File: src/rtl/tube_scan_display.sv
// Latches DIGITS priority-encoded request channels and time-multiplexes them onto common-anode tubes.
// Optional macro TUBE_SCAN_GHOST_BLANK_EN inserts one dark cycle at the end of every digit slot.
module tube_scan_display #(
    parameter  int DIGITS = 4,
    parameter  int IN_W   = 8,
    parameter  int DIV    = 50000,
    localparam int CODE_W = $clog2(IN_W)
) (
    input  logic                     clk,
    input  logic                     rst_n,
    input  logic [DIGITS*IN_W-1:0]   x,
    input  logic                     load,
    output logic [DIGITS*CODE_W-1:0] code,
    output logic [DIGITS-1:0]        valid,
    output logic [6:0]               seg,
    output logic [DIGITS-1:0]        an
);
    localparam int IDX_W = (DIGITS > 1) ? $clog2(DIGITS) : 1;
    localparam int CNT_W = $clog2(DIV);

    logic [DIGITS-1:0][CODE_W-1:0] enc_code, code_q;
    logic [DIGITS-1:0]             enc_any, valid_q;
    logic [CNT_W-1:0]              cnt;
    logic [IDX_W-1:0]              idx;
    logic                          cnt_last, idx_last;
    logic [DIGITS-1:0]             an_nxt;
    logic [6:0]                    seg_nxt;

    function automatic logic [6:0] glyph(input logic [3:0] v);
        case (v)
            4'h0: glyph = 7'b0000001;
            4'h1: glyph = 7'b1001111;
            4'h2: glyph = 7'b0010010;
            4'h3: glyph = 7'b0000110;
            4'h4: glyph = 7'b1001100;
            4'h5: glyph = 7'b0100100;
            4'h6: glyph = 7'b0100000;
            4'h7: glyph = 7'b0001111;
            4'h8: glyph = 7'b0000000;
            4'h9: glyph = 7'b0000100;
            4'hA: glyph = 7'b0001000;
            4'hB: glyph = 7'b1100000;
            4'hC: glyph = 7'b0110001;
            4'hD: glyph = 7'b1000010;
            4'hE: glyph = 7'b0110000;
            default: glyph = 7'b0111000;
        endcase
    endfunction

    // Per-channel priority encoder: later (higher) set bits override lower ones.
    for (genvar k = 0; k < DIGITS; k++) begin : g_lane
        logic [CODE_W-1:0] lane_code;
        always_comb begin
            lane_code = '0;
            for (int i = 0; i < IN_W; i++)
                if (x[k*IN_W+i]) lane_code = CODE_W'(i);
        end
        assign enc_code[k] = lane_code;
        assign enc_any[k]  = |x[k*IN_W +: IN_W];
    end

    assign cnt_last = (cnt == CNT_W'(DIV - 1));
    assign idx_last = (idx == IDX_W'(DIGITS - 1));

    always_comb begin
        an_nxt  = ~(DIGITS'(1) << idx);
`ifdef TUBE_SCAN_GHOST_BLANK_EN
        if (cnt_last) an_nxt = '1;
`endif
        seg_nxt = valid_q[idx] ? glyph(4'(code_q[idx])) : 7'b1111111;
    end

    always_ff @(posedge clk or negedge rst_n) begin
        if (!rst_n) begin
            cnt     <= '0;
            idx     <= '0;
            code_q  <= '0;
            valid_q <= '0;
            an      <= '1;
            seg     <= 7'b1111111;
        end else begin
            if (load) begin
                code_q  <= enc_code;
                valid_q <= enc_any;
            end
            if (cnt_last) begin
                cnt <= '0;
                idx <= idx_last ? '0 : idx + 1'b1;
            end else begin
                cnt <= cnt + 1'b1;
            end
            an  <= an_nxt;
            seg <= seg_nxt;
        end
    end

    assign code  = code_q;
    assign valid = valid_q;
endmodule

File: config.mk
export PLATFORM = sky130hd
export DESIGN_NAME = tube_scan_display
export DESIGN_NICKNAME = d
export VERILOG_FILES = /design/src/rtl/tube_scan_display.sv
export SDC_FILE = /design/constraint.sdc
export NUM_CORES = 1
export LEC_CHECK = 0
export BUFFER_PORTS_ARGS = -buffer_cell sky130_fd_sc_hd__buf_4
export CAP_MARGIN = 10
export CORE_UTILIZATION = 45
export CTS_CLUSTER_DIAMETER = 200
export DETAILED_ROUTE_END_ITERATION = 10
export PLACE_DENSITY = 0.7
export SLEW_MARGIN = 20
export SYNTH_ARGS = -nofsm -noshare
export SYNTH_HDL_FRONTEND = slang
export SYNTH_SLANG_ARGS = --single-unit
export TNS_END_PERCENT = 5
File: constraint.sdc
create_clock -name clk -period 2.9 [get_ports clk]
set_input_delay 0.58 -clock clk [delete_from_list [all_inputs] [get_ports clk]]
set_output_delay 0.58 -clock clk [all_outputs]
set_load 0.1 [all_outputs]
==> flow_metrics.env, run 1 <==
export IMPL_crit_slowest_cell="nor4_4"
export IMPL_outcome="completed"
export IMPL_synth_edf_count=0
export IMPL_yosys_register_bits=45
export IMPL_slowest_delay_ns=0.65
export IMPL_critPathMaxFanout=14
export IMPL_wl_met2_mm=2.07
export IMPL_seq_area_frac_synth_pct=51.1
export IMPL_p_leak_uw=0.00128
export IMPL_drive_gt1_share_pct=31.2
export IMPL_io_pins=62
export IMPL_hold_class="input pin to async pin"
export IMPL_synthTopCellsByCount="dfrtp_1, nor2_1, inv_1, a21oi_1"
export IMPL_drt_met1_wl_mm=2.06
export IMPL_synth_avg_cell_area_um2=10.4
export IMPL_dr_max_layer_used="met4"
export IMPL_syn_nets=261
export IMPL_r2r_start="cnt[5]"
export IMPL_ctsResizeCount=0
export IMPL_min_period_ns=2.11
export IMPL_antenna_found_initial=0
export IMPL_synth_xor_xnor_area_share_pct=4.32
export IMPL_maxSlewViolCount=0
export IMPL_grt_max_degree=46
export IMPL_cp_required_ns=3.08
export IMPL_nets=324
export IMPL_cts_sinks=45
export IMPL_power_total_uw=1430
export IMPL_yosysMostFrequentCell="dfrtp_1"
export IMPL_numCtsBuffers=5
export IMPL_worstSetupEndpointType="flop"
export IMPL_yosysUniqueCellTypes=34
export IMPL_postSynthCellCount=215
export IMPL_crit_start="cnt[5]"
export IMPL_wl_per_cell_um=12.7
export IMPL_synth_area_mm2=0.00223
export IMPL_synth_top_area_cell="dfrtp_1"
export IMPL_start_kind="flop"
export IMPL_dp_cells=338
export IMPL_clock_path_buffers=2
export IMPL_tns_ns=0
export IMPL_path_cells="or4b_4 -> nor4_4 -> nor2_1 -> mux2_2"
export IMPL_max_slew_worst_pin_slew_ns=0.687
export IMPL_grt_pass1_vias=1670
export IMPL_gr_total_overflow=0
export IMPL_criticalPathCategory="flop to flop"
export IMPL_gp_congestion=0.750
export IMPL_yosys_area_share_adder_pct=6.17
export IMPL_fillers=438
export IMPL_final_hold_violation_count=0
export IMPL_final_instance_count_excl_fill=346
export IMPL_final_antenna_net_count=0
export IMPL_fp_dieW_um=72.4
export IMPL_core_area_mm2=0.00475
export IMPL_rows=25
export IMPL_synthMuxAreaShare_pct=4.54
export IMPL_insertion_delay_ns=0.30
export IMPL_holdWs_ns=0.266
export IMPL_setup_viol=0
export IMPL_relSlewSlack_pct=53.8
export IMPL_vias_per_cell=5.05
export IMPL_routed_wl_mm=4.38
export IMPL_dr_first_iter_drc_count=68
export IMPL_vias=1747
export IMPL_powerDensity_mw_per_mm2=503
export IMPL_routed_wl_met3_um=173
export IMPL_drtPass1Iterations=4
export IMPL_htreeDepth=2
export IMPL_synthArstFlopShare_pct=100
export IMPL_initial_core_util_pct=46.9
export IMPL_synth_top_family_by_area="simple AND/OR/NAND/NOR gates"
export IMPL_yosysWarnings=0
export IMPL_drc_errors=0
export IMPL_clk_pin_slew_worst_paths_ns=0.08
export IMPL_grt_pass1_wl_mm=7.26
export IMPL_dp_hpwl_mm=3.31
export IMPL_fin_skew_ns=0.00854
export IMPL_arrival_ns=2.29
export IMPL_synth_top_area_share_pct=38.1
export IMPL_cap_violations=0
export IMPL_dieArea_mm2=0.00524
export IMPL_fmax_mhz=474
export IMPL_fin_crit_sh_pct=72.8
export IMPL_n_antenna_cell=0
export IMPL_synthSimpleGateAreaFrac_pct=20.6
export IMPL_hold_buffers=0
export IMPL_die_y_um=72.4
export IMPL_synth_area_top_cells="dfrtp_1, dfstp_2, ha_1"
export IMPL_port_buffers=61
export IMPL_synth_flop_cell="dfrtp_1"
export IMPL_cts_setup_buffers=0
export IMPL_cts_root_buf="clkbuf_8"
export IMPL_synth_compound_area_share_pct=9.03
export IMPL_ir_drop_mv=0.225
export IMPL_cts_tree="built"
export IMPL_areaGrowthSynthToFinish_pct=27.6
export IMPL_rsz0062_at_grt="false"
export IMPL_grt_usage_pct=18.2
-- critical path: cells and delay by family (launching register included) --
family	cells	cell delay, ns
multiplexers	1	0.28
flip-flops	1	0.44
AND/OR/NAND/NOR	3	1.29
-- flip-flops by register name, summed over array words and instances, names as in the netlist --
register	flops
an	4
code	12
idx	2
valid	4
seg	7
cnt	16
-- per-layer routing --
| layer | vias up | global-route usage (%) |
|---|---|---|
| li1 | 872 | - |
| met1 | 821 | 23.4 |
| met2 | 48 | 30.0 |
| met3 | 6 | 3.33 |
| met4 | 0 | 8.50 |
| met5 | - | 0 |
-- report_power, final --
| group | switching (uW) | internal (uW) |
|---|---|---|
| Sequential | 15.7 | 660 |
| Clock | 201 | 215 |
| Combinational | 252 | 88.4 |
| Total | 469 | 964 |
-- cells by family after synthesis --
kind of cell             Yosys count
XOR/XNOR                          11
flip-flops                        45
adder cells (fa/ha/maj)           11
multiplexers                       5
AND/OR/NAND/NOR                   87
buffers and inverters             23
AO/OA/AOI/OAI                     33
-- cells in the final DEF (no fill, tap or decap), drive strengths merged, types with 3 or more instances in the layout --
cell type  synthesis  final
a21oi             13     13
a31oi              4      4
a41oi              4      4
buf                1     61
clkbuf             4      7
dfrtp             34     34
dfstp             11     11
ha                11     11
inv               18     18
mux4               4      4
nand2              8      8
nand2b             6      6
nand3              6      6
nand4              6      6
nor2              33     33
nor2b              3      3
nor3               9      9
nor4               5      5
o21ai              6      6
o21bai             4      4
xnor2              6      6
xor2               5      5
-- worst paths after layout --
path	slack, ns	to	depth (start not counted)
max	0.79	cnt[11]	4
min	0.27	cnt[15]	1
max reg2reg	0.79	cnt[11]	4
min reg2reg	0.49	cnt[0]	1
max in group asynchronous	2.25	an[0]	1
min in group clk	0.49	cnt[0]	1
-- area by class of cell --
cell class                 instances  area (um2)  share of cell area, %
sequential                        45        1140                   40.0
multi-input combinational        147         997                   35.0
timing repair buffer              61         458                   16.1
clock buffer                       7        96.3                   3.38
tap                               67        83.8                   2.94
inverter                          18        67.6                   2.37
clock inverter                     1        5.00                  0.176
-- stage by stage --
step	util [%]	setup WS, ns	area, um2
2_1_floorplan	-	0.890	2230
3_3_place_gp	57.8	0.800	2750
3_5_place_dp	57.8	0.784	2750
4_1_cts	59.9	0.772	2850
5_1_grt	59.9	0.648	2850
6_report	59.9	0.790	2850
Note: power is estimated with default switching activity, not from simulation.
==> run 2, diff against run 1 <==
Clock period 2.9 ns to 2 ns, I/O delays scaled along.
==> run 2 against run 1 <==
Net effect: hold slack worse by 0.19 ns; via count is 1.5% lower; worst setup slack worse by 0.64 ns; first-iteration DRC count fell by 26%; register-to-register slack worse by 0.64 ns; clock power rose by 57%; combinational power up 45%; clock-buffer cell count unchanged; clock skew shrank 0.0032 ns; final cell count increased by 1.2%; routed wire length decreased by 0.50%.
==> flow_metrics.env, run 2 (synthesis results as in run 1) <==
export IMPL_outcome="completed"
export IMPL_max_slew_worst_pin_slew_ns=0.532
export IMPL_pwr_share_seq_pct=46.1
export IMPL_dr_first_iter_drc_count=50
export IMPL_insertion_delay_ns=0.30
export IMPL_powerDensity_mw_per_mm2=735
export IMPL_core_area_mm2=0.00475
export IMPL_final_common_cell="buf_4"
export IMPL_clk_pin_slew_worst_paths_ns=0.08
export IMPL_vias_per_cell=4.91
export IMPL_cts_sinks=45
export IMPL_largest_reg_flops=16
export IMPL_fin_skew_ns=0.00538
export IMPL_htreeDepth=2
export IMPL_fp_dieW_um=72.4
export IMPL_ctsResizeCount=0
export IMPL_final_antenna_net_count=0
export IMPL_numCtsBuffers=5
export IMPL_grt_max_degree=46
export IMPL_layout_common_cells="buf_4, nor2_1, dfrtp_1"
export IMPL_clock_power_share_pct=30.8
export IMPL_areaGrowthSynthToFinish_pct=29.7
export IMPL_final_seq_area_mm2=0.00114
export IMPL_routed_wl_met3_um=157
export IMPL_die_y_um=72.4
export IMPL_criticalPathCategory="flop to flop"
export IMPL_tns_ns=0
export IMPL_final_hold_violation_count=0
export IMPL_multiInputGateArea_um2=997
export IMPL_dieArea_mm2=0.00524
export IMPL_fmax_mhz=541
export IMPL_n_antenna_cell=0
export IMPL_gr_total_overflow=0
export IMPL_grt_usage_pct=18.4
export IMPL_critPathMaxFanout=10
export IMPL_cts_tree="built"
export IMPL_min_period_ns=1.85
export IMPL_cts_root_buf="clkbuf_8"
export IMPL_vias=1720
export IMPL_drt_met1_wl_mm=2.12
export IMPL_wl_per_cell_um=12.5
export IMPL_power_share_switching_pct=32.2
export IMPL_p_int_uw=1440
export IMPL_place_ws_ns=0.157
export IMPL_worstRegToRegCells=4
export IMPL_gp_congestion=0.802
export IMPL_fin_crit_sh_pct=92.4
export IMPL_top_register="cnt"
export IMPL_hold_buffers=0
export IMPL_wl_met2_mm=2.03
export IMPL_dr_max_layer_used="met4"
export IMPL_relSlewSlack_pct=64.6
export IMPL_routed_wl_mm=4.36
export IMPL_setup_slack_ns=0.151
export IMPL_cts_setup_buffers=0
export IMPL_antenna_found_initial=0
export IMPL_p_comb_share_pct=23.1
export IMPL_cp_required_ns=2.19
export IMPL_maxSlewViolCount=0
export IMPL_port_buffers=61
export IMPL_setup_viol=0
export IMPL_drive_gt1_share_pct=32.9
export IMPL_start_kind="flop"
export IMPL_fillers=413
export IMPL_drc_errors=0
export IMPL_cap_violations=0
export IMPL_ir_drop_mv=0.337
export IMPL_nets=328
export IMPL_rsz0062_at_grt="false"
export IMPL_worstSetupEndpointType="flop"
export IMPL_grt_pass1_vias=1635
export IMPL_hold_class="input pin to async pin"
export IMPL_initial_core_util_pct=46.9
export IMPL_p_switching_uw=686
export IMPL_p_leak_uw=0.00130
export IMPL_io_pins=62
export IMPL_drtPass1Iterations=4
export IMPL_rows=25
export IMPL_dp_hpwl_mm=3.37
export IMPL_arrival_ns=2.04
export IMPL_grt_pass1_wl_mm=7.40
export IMPL_clock_path_buffers=2
-- run 2: path summary, 6_finish.rpt --
kind / to / slack, ns / from
min in group clk: code[0] / 0.35 / x[7]
hold reg to reg: cnt[0] / 0.49 / cnt[0]
setup / recovery: cnt[1] / 0.15 / cnt[7]
max in group asynchronous: code[3] / 1.53 / rst_n
hold / removal: cnt[15] / 0.08 / rst_n
setup reg to reg: cnt[1] / 0.15 / cnt[7]
-- run 2: routing by layer --
metal  GRT usage, %  up-vias
li1               -      886
met1           24.6      787
met2           29.9       41
met3           3.61        6
met4           6.54        0
met5              0        -
-- run 2: power by group through the flow --
stage | combinational (uW) | sequential [uW] | clock, uW
CTS | 496 | 981 | 672
global placement | 493 | 998 | 0
global route | 521 | 985 | 706
floorplan | 80.4 | 1260 | 0
detailed placement | 496 | 997 | 0
finish | 493 | 980 | 655
-- run 2: cell type report --
type,instances,share of cell area [%]
sequential,45,39.5
multi-input combinational,147,34.5
timing repair buffer,65,16.9
clock buffer,7,3.72
tap,67,2.90
inverter,18,2.33
clock inverter,1,0.259
-- run 2: per-stage QoR --
stage / hold slack, ns / instances / power, uW / instance area (um2) / util, %
3_5_place_dp: 0.427 / 342 / 1490 / 2780 / 58.4
4_1_cts: 0.101 / 350 / 2150 / 2890 / 60.9
6_report: 0.0806 / 350 / 2130 / 2890 / 60.9
3_3_place_gp: 0.428 / 342 / 1490 / 2780 / 58.4
5_1_grt: 0.133 / 350 / 2210 / 2890 / 60.9
2_1_floorplan: 0.104 / 215 / 1340 / 2230 / -
-- run 2: critical path, stage by stage (launching register included) --
cell	delay [ns]
dfrtp_1	0.42
or4b_4	0.54
nor4_4	0.37
buf_4	0.23
and2b_1	0.18
==> run 3, diff against run 2 <==
--- a/constraint.sdc
+++ b/constraint.sdc
@@ -3,2 +3,2 @@
 set_output_delay 0.4 -clock clk [all_outputs]
-set_load 0.1 [all_outputs]
+set_load 0.02 [all_outputs]
==> run 3 against run 2 <==
Net effect: power is 16% lower; global-route usage is 0.69 points higher; first-iteration DRC count is 40% higher; core utilization is 0.79 points lower; sequential share of layout area is 0.43 points higher; flip-flop and latch count stayed put; largest cell class unchanged; highest routed layer unchanged.
==> flow_metrics.env, run 3 (synthesis results as in run 1) <==
export IMPL_io_pins=62
export IMPL_cap_violations=0
export IMPL_grt_pass1_vias=1686
export IMPL_fin_crit_sh_pct=90.8
export IMPL_setup_viol=0
export IMPL_maxSlewViolCount=0
export IMPL_fin_skew_ns=0.00245
export IMPL_final_area_mm2=0.00286
export IMPL_initial_core_util_pct=46.9
export IMPL_ir_drop_mv=0.281
export IMPL_relSlewSlack_pct=64.7
export IMPL_place_ws_ns=0.205
export IMPL_clock_path_buffers=2
export IMPL_gr_total_overflow=0
export IMPL_routed_wl_mm=4.38
export IMPL_htreeDepth=2
export IMPL_criticalPathCategory="flop to flop"
export IMPL_areaGrowthSynthToFinish_pct=28.0
export IMPL_drc_errors=0
export IMPL_vias=1759
export IMPL_ctsResizeCount=0
export IMPL_layout_common_cells="buf_4, dfrtp_1, nor2_1"
export IMPL_final_hold_violation_count=0
export IMPL_final_common_cell="buf_4"
export IMPL_start_kind="flop"
export IMPL_cts_root_buf="clkbuf_8"
export IMPL_wl_per_cell_um=12.5
export IMPL_cts_sinks=45
export IMPL_powerDensity_mw_per_mm2=624
export IMPL_drt_met1_wl_mm=2.12
export IMPL_hold_class="input pin to async pin"
export IMPL_insertion_delay_ns=0.29
export IMPL_top_register="cnt"
export IMPL_placed_area_mm2=0.00278
export IMPL_fp_dieW_um=72.4
export IMPL_p_leak_uw=0.00128
export IMPL_critPathMaxFanout=13
export IMPL_final_instance_count_excl_fill=350
export IMPL_gp_congestion=0.841
export IMPL_max_slew_worst_pin_slew_ns=0.529
export IMPL_port_buffers=61
export IMPL_drtPass1Iterations=4
export IMPL_grt_usage_pct=19.1
export IMPL_rsz0062_at_grt="false"
export IMPL_dp_cells=342
export IMPL_setup_slack_ns=0.184
export IMPL_drive_gt1_share_pct=31.1
export IMPL_fmax_mhz=551
export IMPL_die_y_um=72.4
export IMPL_worstSetupEndpointType="flop"
export IMPL_crit_start="cnt[7]"
export IMPL_dp_hpwl_mm=3.35
export IMPL_numCtsBuffers=5
export IMPL_power_total_uw=1780
export IMPL_final_antenna_net_count=0
export IMPL_routed_wl_met3_um=193
export IMPL_dr_first_iter_drc_count=70
export IMPL_nets=328
export IMPL_grt_pass1_wl_mm=7.61
export IMPL_arrival_ns=2.00
export IMPL_antenna_found_initial=0
export IMPL_tns_ns=0
export IMPL_dr_max_layer_used="met4"
export IMPL_hold_buffers=0
export IMPL_min_period_ns=1.82
export IMPL_wl_met2_mm=2.05
export IMPL_largest_reg_flops=16
export IMPL_grt_max_degree=46
export IMPL_r2r_start="cnt[7]"
export IMPL_rows=25
export IMPL_vias_per_cell=5.03
export IMPL_cts_setup_buffers=0
export IMPL_dieArea_mm2=0.00524
export IMPL_cts_tree="built"
export IMPL_outcome="completed"
export IMPL_clk_pin_slew_worst_paths_ns=0.08
export IMPL_core_area_mm2=0.00475
export IMPL_cp_required_ns=2.19
export IMPL_n_antenna_cell=0
## run 3: layer usage
layer | GRT usage, % | vias up
li1 | - | 881
met1 | 26.5 | 829
met2 | 29.9 | 47
met3 | 3.06 | 2
met4 | 7.84 | 0
met5 | 0 | -
## run 3: power by group
group          leakage, uW  internal (uW)  switching [uW]  total [uW]
clock            0.0000395            248             284         532
combinational     0.000736            127             144         271
sequential        0.000506            957            22.8         980
total              0.00128           1330             451        1780
## run 3: path summary, 6_finish.rpt
path | end | slack, ns | cells after the start
min in group clk | code[3] | 0.36 | 3
setup reg to reg | idx[0] | 0.18 | 5
hold reg to reg | cnt[0] | 0.49 | 1
setup / recovery | idx[0] | 0.18 | 5
hold / removal | cnt[15] | 0.09 | 1
max in group asynchronous | an[3] | 1.55 | 1
## run 3: layout make-up
cell class,count,area [um2]
Clock buffer,8,80.1
Sequential cell,45,1140
Multi-Input combinational cell,147,997
Tap cell,67,83.8
Timing Repair Buffer,65,488
Fill cell,443,1900
Inverter,18,67.6
## run 3: worst max-delay path: stages (launching register included)
cell,delay [ns]
dfrtp_1,0.42
or4b_4,0.54
nor4_4,0.28
buf_4,0.23
nor2_1,0.05
a31o_1,0.18
## run 3: through the flow
| step | util, % | hold WS [ns] |
|---|---|---|
| floorplan | - | 0.104 |
| global placement | 58.4 | 0.425 |
| detailed placement | 58.4 | 0.421 |
| CTS | 60.1 | 0.100 |
| global route | 60.1 | 0.132 |
| finish | 60.1 | 0.0885 |
